===== src/rtl/ps2_mouse_decoder.sv =====
// rtl/ps2_mouse_decoder.sv - PS/2 mouse receiver: frame decode, 3-byte packet assembly, clamped absolute cursor.
module ps2_mouse_decoder #(
    parameter int X_MAX   = 1023,
    parameter int Y_MAX   = 767,
    parameter int X_INIT  = 512,
    parameter int Y_INIT  = 384,
    parameter int TIMEOUT = 65000
) (
    input  logic        clk,
    input  logic        rst,
    input  logic        ps2_clk,
    input  logic        ps2_data,
    output logic [11:0] mouse_xpos,
    output logic [11:0] mouse_ypos,
    output logic        left_mouse,
    output logic        right_mouse,
    output logic        packet_valid,
    output logic        frame_error
);
    localparam int CW = $clog2(TIMEOUT + 1);
    localparam logic signed [12:0] X_MAX_S = 13'(X_MAX);
    localparam logic signed [12:0] Y_MAX_S = 13'(Y_MAX);

    typedef enum logic {IDLE, RX} state_t;

    state_t         state_q, state_d;
    logic           kclk_s1_q, kclk_s2_q, kclk_prev_q;
    logic           kdat_s1_q, kdat_s2_q;
    logic [3:0]     bit_cnt_q, bit_cnt_d;
    logic [8:0]     shift_q, shift_d;
    logic           start_bit_q, start_bit_d;
    logic [CW-1:0]  idle_cnt_q, idle_cnt_d;
    logic           byte_done_q, byte_done_d;
    logic [7:0]     byte_q, byte_d;
    logic           frame_error_q, frame_error_d;
    logic [1:0]     idx_q, idx_d;
    // Byte 0 flags kept as {y_ovf, x_ovf, y_sign, x_sign, right, left}
    logic [5:0]     b0_q, b0_d;
    logic [7:0]     dx_q, dx_d;
    logic [11:0]    xpos_q, xpos_d, ypos_q, ypos_d;
    logic           left_q, left_d, right_q, right_d;
    logic           pv_q, pv_d;

    logic               fall;
    logic signed [12:0] sum_x, sum_y;
    logic [11:0]        clamp_x, clamp_y;

    assign fall = kclk_prev_q & ~kclk_s2_q;

    always_comb begin
        sum_x = $signed({1'b0, xpos_q}) + $signed({{4{b0_q[2]}}, b0_q[2], dx_q});
        sum_y = $signed({1'b0, ypos_q}) - $signed({{4{b0_q[3]}}, b0_q[3], byte_q});
        if (sum_x < 0)            clamp_x = '0;
        else if (sum_x > X_MAX_S) clamp_x = 12'(X_MAX);
        else                      clamp_x = sum_x[11:0];
        if (sum_y < 0)            clamp_y = '0;
        else if (sum_y > Y_MAX_S) clamp_y = 12'(Y_MAX);
        else                      clamp_y = sum_y[11:0];
    end

    always_comb begin
        state_d       = state_q;
        bit_cnt_d     = bit_cnt_q;
        shift_d       = shift_q;
        start_bit_d   = start_bit_q;
        byte_done_d   = 1'b0;
        byte_d        = byte_q;
        frame_error_d = 1'b0;
        idx_d         = idx_q;
        b0_d          = b0_q;
        dx_d          = dx_q;
        xpos_d        = xpos_q;
        ypos_d        = ypos_q;
        left_d        = left_q;
        right_d       = right_q;
        pv_d          = 1'b0;

        if (fall)                             idle_cnt_d = '0;
        else if (idle_cnt_q == CW'(TIMEOUT))  idle_cnt_d = idle_cnt_q;
        else                                  idle_cnt_d = idle_cnt_q + 1'b1;

        case (state_q)
            IDLE: begin
                if (fall) begin
                    state_d     = RX;
                    start_bit_d = kdat_s2_q;
                    bit_cnt_d   = 4'd1;
                end
            end
            default: begin
                if (fall) begin
                    if (bit_cnt_q == 4'd10) begin
                        state_d = IDLE;
                        // shift_q holds 8 data bits plus parity: odd parity means XOR is 1
                        if (!start_bit_q && (^shift_q) && kdat_s2_q) begin
                            byte_done_d = 1'b1;
                            byte_d      = shift_q[7:0];
                        end else begin
                            frame_error_d = 1'b1;
                        end
                    end else begin
                        shift_d   = {kdat_s2_q, shift_q[8:1]};
                        bit_cnt_d = bit_cnt_q + 4'd1;
                    end
                end else if (idle_cnt_q == CW'(TIMEOUT)) begin
                    state_d       = IDLE;
                    frame_error_d = 1'b1;
                end
            end
        endcase

        if (frame_error_d) begin
            idx_d = 2'd0;
        end else if (byte_done_q) begin
            case (idx_q)
                2'd0: begin
                    if (byte_q[3]) begin
                        b0_d  = {byte_q[7:4], byte_q[1:0]};
                        idx_d = 2'd1;
                    end
                end
                2'd1: begin
                    dx_d  = byte_q;
                    idx_d = 2'd2;
                end
                default: begin
                    idx_d   = 2'd0;
                    pv_d    = 1'b1;
                    left_d  = b0_q[0];
                    right_d = b0_q[1];
                    if (!b0_q[4]) xpos_d = clamp_x;
                    if (!b0_q[5]) ypos_d = clamp_y;
                end
            endcase
        end
    end

    always_ff @(posedge clk or negedge rst) begin
        if (!rst) begin
            state_q       <= IDLE;
            kclk_s1_q     <= 1'b1;
            kclk_s2_q     <= 1'b1;
            kclk_prev_q   <= 1'b1;
            kdat_s1_q     <= 1'b1;
            kdat_s2_q     <= 1'b1;
            bit_cnt_q     <= '0;
            shift_q       <= '0;
            start_bit_q   <= 1'b0;
            idle_cnt_q    <= '0;
            byte_done_q   <= 1'b0;
            byte_q        <= '0;
            frame_error_q <= 1'b0;
            idx_q         <= '0;
            b0_q          <= '0;
            dx_q          <= '0;
            xpos_q        <= 12'(X_INIT);
            ypos_q        <= 12'(Y_INIT);
            left_q        <= 1'b0;
            right_q       <= 1'b0;
            pv_q          <= 1'b0;
        end else begin
            state_q       <= state_d;
            kclk_s1_q     <= ps2_clk;
            kclk_s2_q     <= kclk_s1_q;
            kclk_prev_q   <= kclk_s2_q;
            kdat_s1_q     <= ps2_data;
            kdat_s2_q     <= kdat_s1_q;
            bit_cnt_q     <= bit_cnt_d;
            shift_q       <= shift_d;
            start_bit_q   <= start_bit_d;
            idle_cnt_q    <= idle_cnt_d;
            byte_done_q   <= byte_done_d;
            byte_q        <= byte_d;
            frame_error_q <= frame_error_d;
            idx_q         <= idx_d;
            b0_q          <= b0_d;
            dx_q          <= dx_d;
            xpos_q        <= xpos_d;
            ypos_q        <= ypos_d;
            left_q        <= left_d;
            right_q       <= right_d;
            pv_q          <= pv_d;
        end
    end

    assign mouse_xpos   = xpos_q;
    assign mouse_ypos   = ypos_q;
    assign left_mouse   = left_q;
    assign right_mouse  = right_q;
    assign packet_valid = pv_q;
    assign frame_error  = frame_error_q;
endmodule


===== config.mk =====
export PLATFORM = sky130hd
export DESIGN_NAME = ps2_mouse_decoder
export DESIGN_NICKNAME = d
export VERILOG_FILES = /design/src/rtl/ps2_mouse_decoder.sv
export SDC_FILE = /design/constraint.sdc
export NUM_CORES = 1
export LEC_CHECK = 0
export BUFFER_PORTS_ARGS = -buffer_cell sky130_fd_sc_hd__buf_2
export CORE_UTILIZATION = 60
export CTS_CLUSTER_SIZE = 8
export DETAILED_ROUTE_END_ITERATION = 6
export PLACE_DENSITY = 0.79
export SYNTH_ARGS = -nofsm -noshare
export SYNTH_HDL_FRONTEND = slang
export SYNTH_SLANG_ARGS = --single-unit

===== constraint.sdc =====
create_clock -name clk -period 2.9 [get_ports clk]
set_input_delay 0.145 -clock clk [delete_from_list [all_inputs] [get_ports clk]]
set_output_delay 0.145 -clock clk [all_outputs]
set_load 0.02 [all_outputs]

==> impl_metrics.tcl, run 1 <==
set metrics [dict create \
    hpwl_mm 7.38 \
    finalMaxSlewViolations 0 \
    yosys.area.top_type "dfrtp_1" \
    synth_nets 514 \
    clock-sinks 89 \
    leakage_nw 2.72 \
    p_per_area_nw_per_um2 768 \
    wl_per_cell_um 16.2 \
    crit_arrival_ps 2930 \
    slew_headroom_pct 28.7 \
    grtUsageMet1_pct 34.1 \
    syn_inst 480 \
    power.total_mw 4.31 \
    cts_made_buffers 9 \
    ctsLongestPathBuffers 2 \
    grtUsageTotal_pct 25.7 \
    row_count 32 \
    busiest_layer "met2" \
    tightest_slew_ps 1070 \
    rsz0062_at_grt "no" \
    path_max_fanout 8 \
    netlist.area_leader.share_pct 40.7 \
    ys_top_cells_by_area "dfrtp_1 41%, ha_1 7.0%, mux2_2 6.6%" \
    synth.cell_area_sq_um 4970 \
    max_freq_mhz 366 \
    grt_use_met2_pct 42.2 \
    antenna_left 0 \
    first_iter_violations 197 \
    hold_ws_ps -29.1 \
    finalSetupTns_ps 0 \
    clk_pin_slew_ps 100 \
    final_common_cell "dfrtp_1" \
    hold_class "in -> async" \
    cts_tree "done" \
    yosysWarnings 0 \
    finClkSkew_ps 14.0 \
    startpoint_type "register" \
    synth-seq-cells 89 \
    grt_pass1_wl_mm 17.4 \
    io_buffers 31 \
    dr.pass1.iters 4 \
    async_reset_ff_share_pct 100 \
    drive_above_1_share_pct 22.1 \
    htreeDepth 3 \
    status "finished with violations" \
    die_width_um 93.1 \
    grt_overflow 0 \
    postRouteWirelength_mm 10.2 \
    synth.avg_cell_area_sq_um 10.4 \
    drc_errors 0 \
    min_period_ps 2730 \
    area_growth_pct 12.8 \
    grt_max_degree 88 \
    nets 558 \
    die_area_sq_um 8660 \
    ios 32 \
    worst-endpoint-required_ps 3100 \
    place_area_sq_um 5300 \
    hold_violations 20 \
    grt_pass1_vias 3706 \
    post_synth_num_cell_types 65 \
    period_share_pct 94.1 \
    antenna_cells 0 \
    clockRootBuffer "clkbuf_8" \
    synth_edf_count 0 \
    num_vias 3722 \
    ys.flop_type "dfrtp_1" \
    violations "negative hold slack" \
    antenna_found_initial 0 \
    drv_cap 0 \
    start_util_pct 63.1 \
    fin_area_sq_um 5610 \
    yosysSeqAreaShare_pct 45.0 \
    cp-end-kind "register" \
    vdd_drop_max_mv 0.764 \
    design.core.area_sq_um 7890 \
    viasPerCell 5.90 \
    worstSkewPairLatency_ps 360 \
    gp_congestion 0.881 \
    final_cell_mix "81 x dfrtp_1, 50 x nor2_1, 34 x nand2_1" \
    setup-violations-final 0 \
    grtUsageMet3_pct 4.72 \
    die_y_um 93.1 \
    path_class "reg -> reg" \
]
==> where the power goes <==
group	internal (mW)	switching, mW
clock network	0.669	0.471
logic	0.768	0.834
registers	1.40	0.170
==> worst max-delay path, stage by stage (launching register included) <==
cell	delay [ps]
dfrtp_1	410
ha_1	220
inv_1	70
fa_1	220
nor2b_1	80
o31a_1	300
o2111a_2	310
o31a_1	280
a221o_2	390
nor3_2	200
a311oi_1	100
==> worst paths after layout <==
kind | startpoint | to | slack [ps] | cells after the start
worst min register to register | kdat_s1_q$_DFF_PN1_ | kdat_s2_q$_DFF_PN1_ | 350 | 0
max in group asynchronous | rst | kclk_prev_q$_DFF_PN1_ | 2160 | 2
worst max-delay path | mouse_xpos[0]$_DFFE_PN0P_ | mouse_xpos[1]$_DFFE_PN0P_ | 170 | 10
worst min-delay path | rst | left_mouse$_DFFE_PN0P_ | -30 | 1
worst max register to register | mouse_xpos[0]$_DFFE_PN0P_ | mouse_xpos[1]$_DFFE_PN0P_ | 170 | 10
min in group clk | kdat_s1_q$_DFF_PN1_ | kdat_s2_q$_DFF_PN1_ | 350 | 0
==> cell type report <==
type | count | area, sq um
multi-input cells | 352 | 2590
clock buffers | 9 | 124
flip-flops and latches | 89 | 2240
repair buffers | 49 | 298
inverters | 23 | 86.3
clock inverters | 7 | 146
fillers | 573 | 2280
well taps | 102 | 128
==> stage by stage <==
step | worst slack [ps] | utilization, % | cells
after global routing | 14.0 | 71.1 | 631
final | 171 | 71.1 | 631
after CTS | 86.3 | 71.0 | 631
after global placement | 129 | 67.2 | 613
after detailed placement | -12.8 | 67.2 | 613
after floorplan | 378 | - | 480
==> cell families after synthesis <==
| group | share of synthesized area (%) |
|---|---|
| AOI/OAI and AO/OA | 14.2 |
| xor gates and xnor gates | 6.39 |
| and+or+nand+nor | 15.3 |
| adders and majority gates | 7.85 |
| buffers and inverters | 3.29 |
| DFF | 45.0 |
| muxes | 7.97 |
==> state kept, by name (all words and copies together) (netlist names) <==
name,cells
b0_q,6
bit_cnt_q,4
byte_done_q,1
byte_q,8
dx_q,8
frame_error,1
idle_cnt_q,16
idx_q,2
kclk_prev_q,1
kclk_s1_q,1
kclk_s2_q,1
kdat_s1_q,1
kdat_s2_q,1
left_mouse,1
mouse_xpos,12
mouse_ypos,12
packet_valid,1
right_mouse,1
shift_q,9
start_bit_q,1
state_q,1
==> timing repair <==
action	in CTS	in global routing
hold endpoints to repair	2	0
buffers inserted	0	0
endpoints found under the setup margin	2	11
gates resized for setup	1	4
hold buffers	2	0
==> synth_stat cells, types with 4 or more instances <==
cell,instances
nand2b_1,8
nor3_1,6
nor2_1,50
a21o_1,6
buf_2,5
mux2i_1,7
o21ai_0,19
a211oi_1,8
nand2_1,34
nand4_1,7
xnor2_1,16
o31a_1,4
o21a_1,10
nor2b_1,7
clkbuf_1,8
dfstp_2,8
dfrtp_1,81
xor2_1,14
mux2_2,29
a311oi_1,4
nand3_1,12
ha_1,28
a31oi_1,8
a21oi_1,19
and2_1,4
inv_1,23
==> routing by layer <==
metal | wire length (um) | vias up
met1 | 4680 | 1801
met3 | 413 | 18
met4 | 180 | 0
met5 | 0 | -
li1 | - | 1797
met2 | 4920 | 106
(Power assumes the default switching activity.)
==> inputs of run 2 (changes only) <==
--- a/config.mk
+++ b/config.mk
@@ -6,10 +6,13 @@
 export NUM_CORES = 1
 export LEC_CHECK = 0
 export BUFFER_PORTS_ARGS = -buffer_cell sky130_fd_sc_hd__buf_2
-export CORE_UTILIZATION = 60
+export CELL_PAD_IN_SITES_DETAIL_PLACEMENT = 1
+export CELL_PAD_IN_SITES_GLOBAL_PLACEMENT = 1
+export CORE_UTILIZATION = 48
 export CTS_CLUSTER_SIZE = 8
 export DETAILED_ROUTE_END_ITERATION = 6
-export PLACE_DENSITY = 0.79
+export PLACE_DENSITY_LB_ADDON = 0.1
+export RECOVER_POWER = 50
 export SYNTH_ARGS = -nofsm -noshare
 export SYNTH_HDL_FRONTEND = slang
 export SYNTH_SLANG_ARGS = --single-unit
==> impl_metrics.tcl, run 2 (same netlist as run 1, synthesis figures left out) <==
set metrics [dict create \
    status "finished, final reports clean" \
    largest_register_ffs 16 \
    setup-violations-final 0 \
    crit_arrival_ps 2990 \
    postRouteWirelength_mm 11.3 \
    cpPeakStageDelay_ps 450 \
    crit_path_cell_trace "ha_1 -> fa_1 -> nor2b_1 -> o31a_1 -> o2111ai_1 -> a21oi_1 -> a2bb2oi_1 -> nand2_1 -> o41ai_2" \
    cts_tree "done" \
    gp_congestion 0.812 \
    die_y_um 104 \
    ios 32 \
    nets 552 \
    finalSetupTns_ps 0 \
    max_freq_mhz 367 \
    power.total_mw 4.10 \
    clock-sinks 89 \
    drv_cap 0 \
    path_class "reg -> reg" \
    hold_class "reg -> reg" \
    num_vias 3721 \
    path_max_fanout 4 \
    area_growth_pct 11.5 \
    ctsLongestPathBuffers 2 \
    cpMaxStageDelayCell "dfrtp_1" \
    dr.pass1.iters 4 \
    worstSkewPairLatency_ps 360 \
    design.core.area_sq_um 9910 \
    startpoint_type "register" \
    hold_violations 0 \
    grt_max_degree 46 \
    grtUsageTotal_pct 22.6 \
    cts_made_buffers 9 \
    start_util_pct 50.2 \
    grt_pass1_wl_mm 19.6 \
    grt_overflow 0 \
    grt_pass1_vias 4016 \
    viasPerCell 5.67 \
    antenna_found_initial 0 \
    leakage_nw 2.62 \
    io_buffers 31 \
    seqCellArea_sq_um 2240 \
    fillers 1115 \
    rsz0062_at_grt "no" \
    row_count 36 \
    slew_headroom_pct 20.0 \
    cp-end-kind "register" \
    htreeDepth 3 \
    final_common_cell "dfrtp_1" \
    final_core_util_pct 56.0 \
    antenna_left 0 \
    vdd_drop_max_mv 0.470 \
    clk_pin_slew_ps 90 \
    hpwl_mm 8.35 \
    multi_input_area_sq_um 2600 \
    antenna_cells 0 \
    die_area_sq_um 10800 \
    min_period_ps 2730 \
    p_per_area_nw_per_um2 739 \
    drive_above_1_share_pct 19.5 \
    drc_errors 0 \
    finClkSkew_ps 7.29 \
    largest_register "idle_cnt_q" \
    final_cell_mix "80 x dfrtp_1, 50 x nor2_1, 34 x nand2_1" \
    clockRootBuffer "clkbuf_8" \
    worst-endpoint-required_ps 3160 \
    tightest_slew_ps 1200 \
    finalMaxSlewViolations 0 \
    period_share_pct 94.0 \
    first_iter_violations 132 \
    die_width_um 104 \
    wl_per_cell_um 17.3 \
]
[run 2: worst paths after layout]
| kind | from | to | slack [ps] | depth (start not counted) |
|---|---|---|---|---|
| min in group asynchronous | rst | mouse_ypos[10]$_DFFE_PN0P_ | 540 | 2 |
| setup reg to reg | byte_q[0]$_DFFE_PN0P_ | mouse_ypos[8]$_DFFE_PN1P_ | 170 | 9 |
| setup / recovery | byte_q[0]$_DFFE_PN0P_ | mouse_ypos[8]$_DFFE_PN1P_ | 170 | 9 |
| hold reg to reg | kdat_s1_q$_DFF_PN1_ | kdat_s2_q$_DFF_PN1_ | 360 | 0 |
| max in group asynchronous | rst | dx_q[4]$_DFFE_PN0P_ | 580 | 3 |
| hold / removal | kdat_s1_q$_DFF_PN1_ | kdat_s2_q$_DFF_PN1_ | 360 | 0 |
[run 2: routing by layer]
layer  GRT usage (%)  wire length, um  part of all wire [%]
met1            29.3             5210                    46
met2            39.3             5730                    50
met3            3.78              278                   2.5
met4            5.82              128                   1.1
met5               0                0                     0
[run 2: critical path, delay by kind of cell, from the launching register on]
| family | cells | cell delay [ps] |
|---|---|---|
| compound gates | 5 | 1220 |
| fa+ha+maj | 2 | 670 |
| flops | 1 | 450 |
| simple gates | 2 | 280 |
[run 2: report_power, final]
group	leakage (nW)	total, mW	switching (mW)	internal, mW
logic	1.34	1.56	0.832	0.733
registers	1.17	1.59	0.187	1.40
clock network	0.106	0.951	0.465	0.485
[run 2: cell type report]
cell class	count	share of cell area [%]
clock buffers	9	2.23
clock inverters	7	1.69
inverters	23	1.56
multi-input cells	352	46.9
flip-flops and latches	89	40.3
well taps	133	3.00
repair buffers	43	4.29
[run 2: repair_timing]
action / CTS / global route
pin swaps: 0 / 2
hold endpoints to repair: 39 / 0
gates resized for setup: 1 / 8
hold buffers: 3 / 0
setup buffers: 0 / 1
endpoints found under the setup margin: 2 / 18
[run 2: per-stage QoR]
step	hold WS, ps	setup WS (ps)	std cells	instance area (sq um)
CTS	344	61.9	655	5550
global route	365	13.4	656	5550
floorplan	-151	378	480	4970
global placement	186	142	636	5290
finish	360	174	656	5550
detailed placement	192	12.7	636	5290
